===== src/rtl/button_event_decoder.sv =====
// Classifies a debounced button level into short-click, double-click and long-press
// events, presented on a one-entry valid/ready register with a sticky overflow flag.
module button_event_decoder #(
  parameter int LONG_CYCLES       = 50_000_000,
  parameter int DOUBLE_GAP_CYCLES = 25_000_000,
  parameter int CNT_W             = 26
) (
  input  logic       clk,
  input  logic       rst,
  input  logic       button,
  input  logic       evt_ready,
  output logic       evt_valid,
  output logic [1:0] evt_code,
  output logic       overflow
);

  typedef enum logic [1:0] {
    IDLE,
    PRESSED,
    GAP,
    WAIT_RELEASE
  } state_t;

  localparam logic [1:0] CODE_SHORT  = 2'b01;
  localparam logic [1:0] CODE_DOUBLE = 2'b10;
  localparam logic [1:0] CODE_LONG   = 2'b11;

  localparam logic [CNT_W-1:0] LONG_LAST = CNT_W'(LONG_CYCLES - 1);
  localparam logic [CNT_W-1:0] GAP_LAST  = CNT_W'(DOUBLE_GAP_CYCLES - 1);
  localparam logic [CNT_W-1:0] CNT_ONE   = CNT_W'(1);

  state_t           state_q, state_d;
  logic [CNT_W-1:0] cnt_q, cnt_d;
  logic             btn_prev_q;
  logic             evt_valid_q, evt_valid_d;
  logic [1:0]       evt_code_q, evt_code_d;
  logic             overflow_q, overflow_d;
  logic             emit;
  logic [1:0]       emit_code;
  logic             rise;

  // btn_prev resets high so a button held through reset never looks like a rise.
  assign rise = button & ~btn_prev_q;

  always_ff @(posedge clk) begin
    if (rst) begin
      state_q     <= IDLE;
      cnt_q       <= '0;
      btn_prev_q  <= 1'b1;
      evt_valid_q <= 1'b0;
      evt_code_q  <= 2'b00;
      overflow_q  <= 1'b0;
    end else begin
      state_q     <= state_d;
      cnt_q       <= cnt_d;
      btn_prev_q  <= button;
      evt_valid_q <= evt_valid_d;
      evt_code_q  <= evt_code_d;
      overflow_q  <= overflow_d;
    end
  end

  always_comb begin
    state_d   = state_q;
    cnt_d     = cnt_q;
    emit      = 1'b0;
    emit_code = 2'b00;
    unique case (state_q)
      IDLE: begin
        if (rise) begin
          state_d = PRESSED;
          cnt_d   = CNT_ONE;
        end
      end
      PRESSED: begin
        if (button) begin
          if (cnt_q == LONG_LAST) begin
            emit      = 1'b1;
            emit_code = CODE_LONG;
            state_d   = WAIT_RELEASE;
          end else begin
            cnt_d = cnt_q + CNT_ONE;
          end
        end else begin
          // The release sample is already the first low of the gap.
          state_d = GAP;
          cnt_d   = CNT_ONE;
        end
      end
      GAP: begin
        if (button) begin
          emit      = 1'b1;
          emit_code = CODE_DOUBLE;
          state_d   = WAIT_RELEASE;
        end else if (cnt_q == GAP_LAST) begin
          emit      = 1'b1;
          emit_code = CODE_SHORT;
          state_d   = IDLE;
        end else begin
          cnt_d = cnt_q + CNT_ONE;
        end
      end
      WAIT_RELEASE: begin
        if (!button) state_d = IDLE;
      end
      default: state_d = IDLE;
    endcase
  end

  // A full register that is being drained this cycle can take the new event.
  always_comb begin
    evt_valid_d = evt_valid_q;
    evt_code_d  = evt_code_q;
    overflow_d  = overflow_q;
    if (emit) begin
      if (!evt_valid_q || evt_ready) begin
        evt_valid_d = 1'b1;
        evt_code_d  = emit_code;
      end else begin
        overflow_d = 1'b1;
      end
    end else if (evt_valid_q && evt_ready) begin
      evt_valid_d = 1'b0;
    end
  end

  assign evt_valid = evt_valid_q;
  assign evt_code  = evt_code_q;
  assign overflow  = overflow_q;

endmodule


===== config.mk =====
export PLATFORM = sky130hd
export DESIGN_NAME = button_event_decoder
export DESIGN_NICKNAME = d
export VERILOG_FILES = /design/src/rtl/button_event_decoder.sv
export SDC_FILE = /design/constraint.sdc
export NUM_CORES = 1
export LEC_CHECK = 0
export CORE_MARGIN = 2
export CORE_UTILIZATION = 40
export CTS_CLUSTER_SIZE = 8
export DETAILED_ROUTE_END_ITERATION = 12
export PLACE_DENSITY = 0.61
export SLEW_MARGIN = 30
export SYNTH_ARGS = -nofsm -noshare
export SYNTH_HDL_FRONTEND = slang
export SYNTH_SLANG_ARGS = --single-unit
export TNS_END_PERCENT = 1

===== constraint.sdc =====
create_clock -name clk -period 4.2 [get_ports clk]
set_input_delay 0.84 -clock clk [delete_from_list [all_inputs] [get_ports clk]]
set_output_delay 0.84 -clock clk [all_outputs]
set_load 0.02 [all_outputs]

# Word level (Yosys, flattened, before mapping)
# Cells that the tools add are included.
# op_classes
eq_ne,13
add_sub_neg,1
n_reduce_logical,11
mux,26
bitwise,3
# ops
cell,count
26-bit 2-to-1 mux,5
26-bit one-hot mux with 3 select lines,1
26-bit by 1-bit adder with 26-bit output (second input constant),1
26-bit by 25-bit == test with 1-bit output (second input constant),1
26-bit == test (second input constant),1
2-bit 2-to-1 mux,9
3-bit inequality test (second input constant),3
1-bit 2-to-1 mux,8
2-bit inequality test (second input constant),4
2-bit one-hot mux with 4 select lines,1
2-bit AND reduction,3
5-bit AND reduction,1
2-bit == test (second input constant),2
2-bit one-hot mux with 2 select lines,1
4-bit AND reduction,1
3-bit nonzero test,1
2-bit by 1-bit == test with 1-bit output (second input constant),1
2-bit zero test,1
2-bit by 1-bit inequality test with 1-bit output (second input constant),1
1-bit inverter,2
1-bit one-hot mux with 2 select lines,1
2-bit nonzero test,1
1-bit AND,1
1-bit logical AND,1
other kinds (2),2
# totals
input_bits,4
word_cells,60
register_bits,33
output_inout_bits,4

# Longest topological paths before layout
# logic_depth
depth_word,6
ltp_mapped,10
ltp_nobuf,8

# Least setup slack after synthesis
# No wires, ideal clock.
# synth_path
kind,input to register
start,input button
end,register cnt_q[9]
n_path_buf,2
arrival_ns,2.137
cell_stages,8
required_ns,4.109
path_slack_ns,1.972
setup_ns,0.091
path_cell_list,buf_6 -> nand4_1 -> nor4_1 -> a32o_2 -> nor2_1 -> clkbuf_1 -> a41oi_1 -> a311oi_1
# synth_between
elab_chain_cells,3
word_cells_on_any_way,7
cone_classes,eq/ne: 3; mux: 2; bitwise: 1; reduce/logical: 1
# synth_lines
item,line,source
"start, declared",10,"input logic button,"
1-bit AND,43,assign rise = button & ~btn_prev_q;
2-bit inequality test (no source line),n/a,
5-bit AND reduction (no source line),n/a,
"end signal, assigned",55,cnt_q <= cnt_d;
"end, declared",33,"logic [CNT_W-1:0] cnt_q, cnt_d;"
# Several ways; a longest one is shown, not always the timed one.
# A chain may end at the register's enable or synchronous reset.

# Final worst setup path
# Ends and elaborated chain as after synthesis.

==> run summary <==
The residual DRC count came out at 0. The number of iterations in the first detailed-routing pass came out at 4. The mean routed wirelength per cell is 15.3 um. The number of global-route vias before repair is 1727. The flop and latch count out of synthesis came out at 33. Once placement completed, the tool counted placed cells totaling 316.

The routed layout has 1885 vias. The startpoint identified for the worst register-to-register timing path is state_q[0]. The first global-routing pass estimated ~8.3 mm of wire. The capture instance of the worst register-to-register path is cnt_q[9]. The post-synth net total is between 200 and 300. The portion of the post-synthesis area used by sequential elements is 0.335. The routed via count divided by cell count is 5.84. The signal on the critical path passes through clkdlybuf4s50_1 -> inv_1 -> o21ai_0 -> nand4_1 -> nor2_1 -> buf_4 -> a41oi_1 -> a311oi_1. The buffers plus inverters on the worst setup path is 3. The average cell area after synthesis came out at 7.85 um2. The buffer cell driving the clock tree root is sky130_fd_sc_hd__clkbuf_8. TritonCTS built the clock tree. The path length in cells of the critical path came out at 8. The post-layout worst setup margin came out at 1.23 ns. The final number of setup-violating endpoints is 0. The initial antenna violation count came out at 0.

The pre-CTS worst setup slack is between 0.9 and 1 ns. For hold timing, the worst endpoint is cnt_q[1]. The number of diodes came out at 0. The most critical setup path has its startpoint at button. The clock latency at the later pin of the worst-skew pair came out at 0.29 ns.

Ranked by total cell area, the synthesized netlist is headed by sky130_fd_sc_hd__dfxtp_1 (34%), sky130_fd_sc_hd__nand2_1 (8.2%), sky130_fd_sc_hd__a311oi_1 (7.6%). The finished layout holds 323 standard cells, fillers aside. The summed area of non-filler cells in the final layout came out at roughly 2200 um2. The total half-perimeter wirelength after legalization and detailed placement is 3.44 mm. In this run the tool buffered the top-level ports with 7 buffer cells. The worst reg-to-reg path cell count came out at 9. Setup repair after global routing left no endpoint under its margin. The area after detailed placement is between 2000 and 2500 um2.

The largest net degree at the start of global routing is 32. The static leakage came out at ~0.62 nW. Counting flops with a built-in enable in the synthesized netlist gives 0. The number of core rows is 25. The floorplan step set the die width to 74.2 um. The worst relative slew slack is 0.422.

The transition at the pin with the smallest max-transition slack is approximately 0.86 ns. The count of unique library cells instantiated by Yosys is 45. The number of nets in the final layout is 265.

Summed over all layers, the global routing overflow is 0. The number of buffers created by CTS is 5. For the worst setup path, the data required time is roughly 4.4 ns. The category of the critical setup timing path is input port to register. Setup slack on the worst reg-to-reg path comes out at 1.56 ns. The starting DRC count in detailed routing came out at 169. The number of standard cells after synthesis came out at 251. The floorplan step defined a die boundary enclosing 5500 um2. The number of top-level pins came out at 8. The region available for standard cell placement spans 4720 um2.

The number of cells on the worst hold path came out at 2. The netlist area before placement is between 1500 and 2000 um2. The data arrival time at the worst-slack endpoint is roughly 3.2 ns.

The total power density per cell area came out at 364 nW/um2. The final period demand of the worst path came out at 2.97 ns. The count of max-cap constraint violations is 0.

Static timing analysis puts the maximum clock frequency at about 340 MHz. The number of H-tree branching levels is 2. The overall power of the completed layout came out at ~0.00079 W. The clock-pin slew on the worst setup and hold paths is 0.07 ns.

The vertical extent of the die came out at 74.2 um. On the worst path, the slowest cell contributes a delay of around 0.66 ns. In the final layout, the share of cells above drive strength 1 is 0.0664. The tree built by TritonCTS fans out to 33 sinks. The worst hold path startpoint is cnt_q[1]. The global-route usage over all layers came out at 0.199. The largest fanout on the critical path came out at 13. The post-cts sizing count came out at 0.

The total negative slack for setup checks is 0 ns. The final worst clock skew came out at 0.00373 ns. Of all flip-flops after synthesis, the portion carrying an async set or reset was 0.

The type of the most critical hold path is register to register. Hold repair after CTS inserted 0 buffers. The flow ran to the end, and the final reports show no timing, DRC or antenna violations. The number of warnings issued by yosys is 0. In the synthesized netlist the dominant register cell turns out to be sky130_fd_sc_hd__dfxtp_1. At the end of routability-driven placement, the weighted congestion stood at 0.808. The critical-path cell with the highest stage delay is sky130_fd_sc_hd__clkdlybuf4s50_1. The number of buffers between clock root and the deepest sink came out at 2. The aggregate routed wire length came out at 4.96 mm.

The initial utilization of the core area, before any placement, comes to 0.417. Among cell families on the critical path, the largest total delay comes from buffers and inverters. The worst setup path is captured at a register. The portion of the clock cycle consumed by the worst path in the final layout came out at 0.708. STA classifies the critical path startpoint as an input port. IR analysis of the VDD net gives a maximum drop of between 0.2 and 0.25 mV. The count of nets left with antenna violations once routing finished came out at 0. The growth of design area from synthesis to finish is 10.4%. The synthesized design spends more area on one cell type than any other, namely sky130_fd_sc_hd__dfxtp_1. The post-CTS setup repair buffer count came out at 0. The fill cell instance count of the final layout came out at around 480. The area share of the leading cell type in the synthesized netlist is 0.335. The final-report hold violation count came out at 0. The final number of max-transition violations is 0.
==> cell usage in the layout (no fill, tap or decap), types with 3 or more instances in the layout <==
master / instances
sky130_fd_sc_hd__nand4_1: 5
sky130_fd_sc_hd__a41oi_1: 4
sky130_fd_sc_hd__clkdlybuf4s50_1: 7
sky130_fd_sc_hd__dfxtp_1: 33
sky130_fd_sc_hd__a311oi_1: 17
sky130_fd_sc_hd__nand2_1: 43
sky130_fd_sc_hd__o211ai_1: 4
sky130_fd_sc_hd__and2_1: 5
sky130_fd_sc_hd__a21oi_1: 17
sky130_fd_sc_hd__buf_4: 3
sky130_fd_sc_hd__ha_1: 5
sky130_fd_sc_hd__a31oi_1: 8
sky130_fd_sc_hd__nor4_1: 4
sky130_fd_sc_hd__and3_1: 3
sky130_fd_sc_hd__o21ai_0: 14
sky130_fd_sc_hd__nand3_1: 11
sky130_fd_sc_hd__inv_1: 7
sky130_fd_sc_hd__clkbuf_8: 6
sky130_fd_sc_hd__nor2_1: 20
sky130_fd_sc_hd__nor3_1: 6
==> cell usage after synthesis (2+ instances only) <==
cell	count
sky130_fd_sc_hd__inv_1	7
sky130_fd_sc_hd__a211oi_1	2
sky130_fd_sc_hd__nor4_1	4
sky130_fd_sc_hd__or3_1	2
sky130_fd_sc_hd__nand4_1	5
sky130_fd_sc_hd__and2_1	5
sky130_fd_sc_hd__a41oi_1	4
sky130_fd_sc_hd__buf_2	4
sky130_fd_sc_hd__a21oi_1	17
sky130_fd_sc_hd__dfxtp_1	33
sky130_fd_sc_hd__nor2_1	20
sky130_fd_sc_hd__clkbuf_1	7
sky130_fd_sc_hd__nor4_4	2
sky130_fd_sc_hd__o21ai_0	14
sky130_fd_sc_hd__and3_1	3
sky130_fd_sc_hd__a311oi_1	17
sky130_fd_sc_hd__and4_1	2
sky130_fd_sc_hd__nor3b_1	2
sky130_fd_sc_hd__ha_1	5
sky130_fd_sc_hd__o211ai_1	4
sky130_fd_sc_hd__nor3_1	6
sky130_fd_sc_hd__or4_1	2
sky130_fd_sc_hd__a32o_1	2
sky130_fd_sc_hd__nor4bb_1	2
sky130_fd_sc_hd__a31oi_1	8
sky130_fd_sc_hd__nand3_1	11
sky130_fd_sc_hd__nand2_1	43
==> final cells by class <==
type / instances / area (um2) / share of cell area
multi-input combinational: 199 / 1220 / 0.563
sequential: 33 / 661 / 0.304
timing repair buffer: 10 / 92.6 / 0.0426
clock buffer: 7 / 86.3 / 0.0397
tap: 67 / 83.8 / 0.0385
inverter: 7 / 26.3 / 0.0121
==> through the flow <==
| stage | hold slack (ns) | util |
|---|---|---|
| finish | 0.490 | 0.460 |
| CTS | 0.491 | 0.460 |
| global placement | 0.473 | 0.442 |
| detailed placement | 0.466 | 0.442 |
| floorplan | 0.457 | - |
| global route | 0.530 | 0.460 |
==> how the worst max path moves through the flow <==
| stage | endpoint |
|---|---|
| 2_1_floorplan | cnt_q[9] |
| 3_3_place_gp | cnt_q[9] |
| 3_5_place_dp | cnt_q[9] |
| 4_1_cts | cnt_q[9] |
| 5_1_grt | cnt_q[9] |
| 6_report | cnt_q[9] |
==> flip-flops by register name, summed over array words and instances, names as in the netlist <==
register,flops
overflow,1
state_q,2
btn_prev_q,1
cnt_q,26
evt_code,2
evt_valid,1
==> routing by layer <==
layer / GRT usage / part of all wire / routed length, um / up-vias
li1: - / - / - / 967
met1: 0.272 / 0.49 / 2420 / 872
met2: 0.309 / 0.45 / 2240 / 41
met3: 0.0407 / 0.047 / 235 / 5
met4: 0.0747 / 0.011 / 55 / 0
met5: 0 / 0 / 0 / -
==> tightest hold or removal path: stages (launching register included) <==
cell and delay (ns):
sky130_fd_sc_hd__dfxtp_1 0.33, sky130_fd_sc_hd__nand2_1 0.06, sky130_fd_sc_hd__a21oi_1 0.05
==> cell families after synthesis <==
family                   after synthesis  synth area share
AO/OA/AOI/OAI                         77             0.273
flip-flops                            33             0.335
buffers and inverters                 19            0.0426
adder cells (fa/ha/maj)                5            0.0318
AND/OR/NAND/NOR                      117             0.317
==> where the power goes <==
part	switching [W]	leakage, nW	internal, W	total, W
Sequential	0.00000983	0.266	0.000323	0.000333
Clock	0.000115	0.0443	0.000130	0.000245
Combinational	0.000147	0.313	0.0000663	0.000214
Total	0.000272	0.624	0.000520	0.000792
Power figures use the tool's default switching activity.
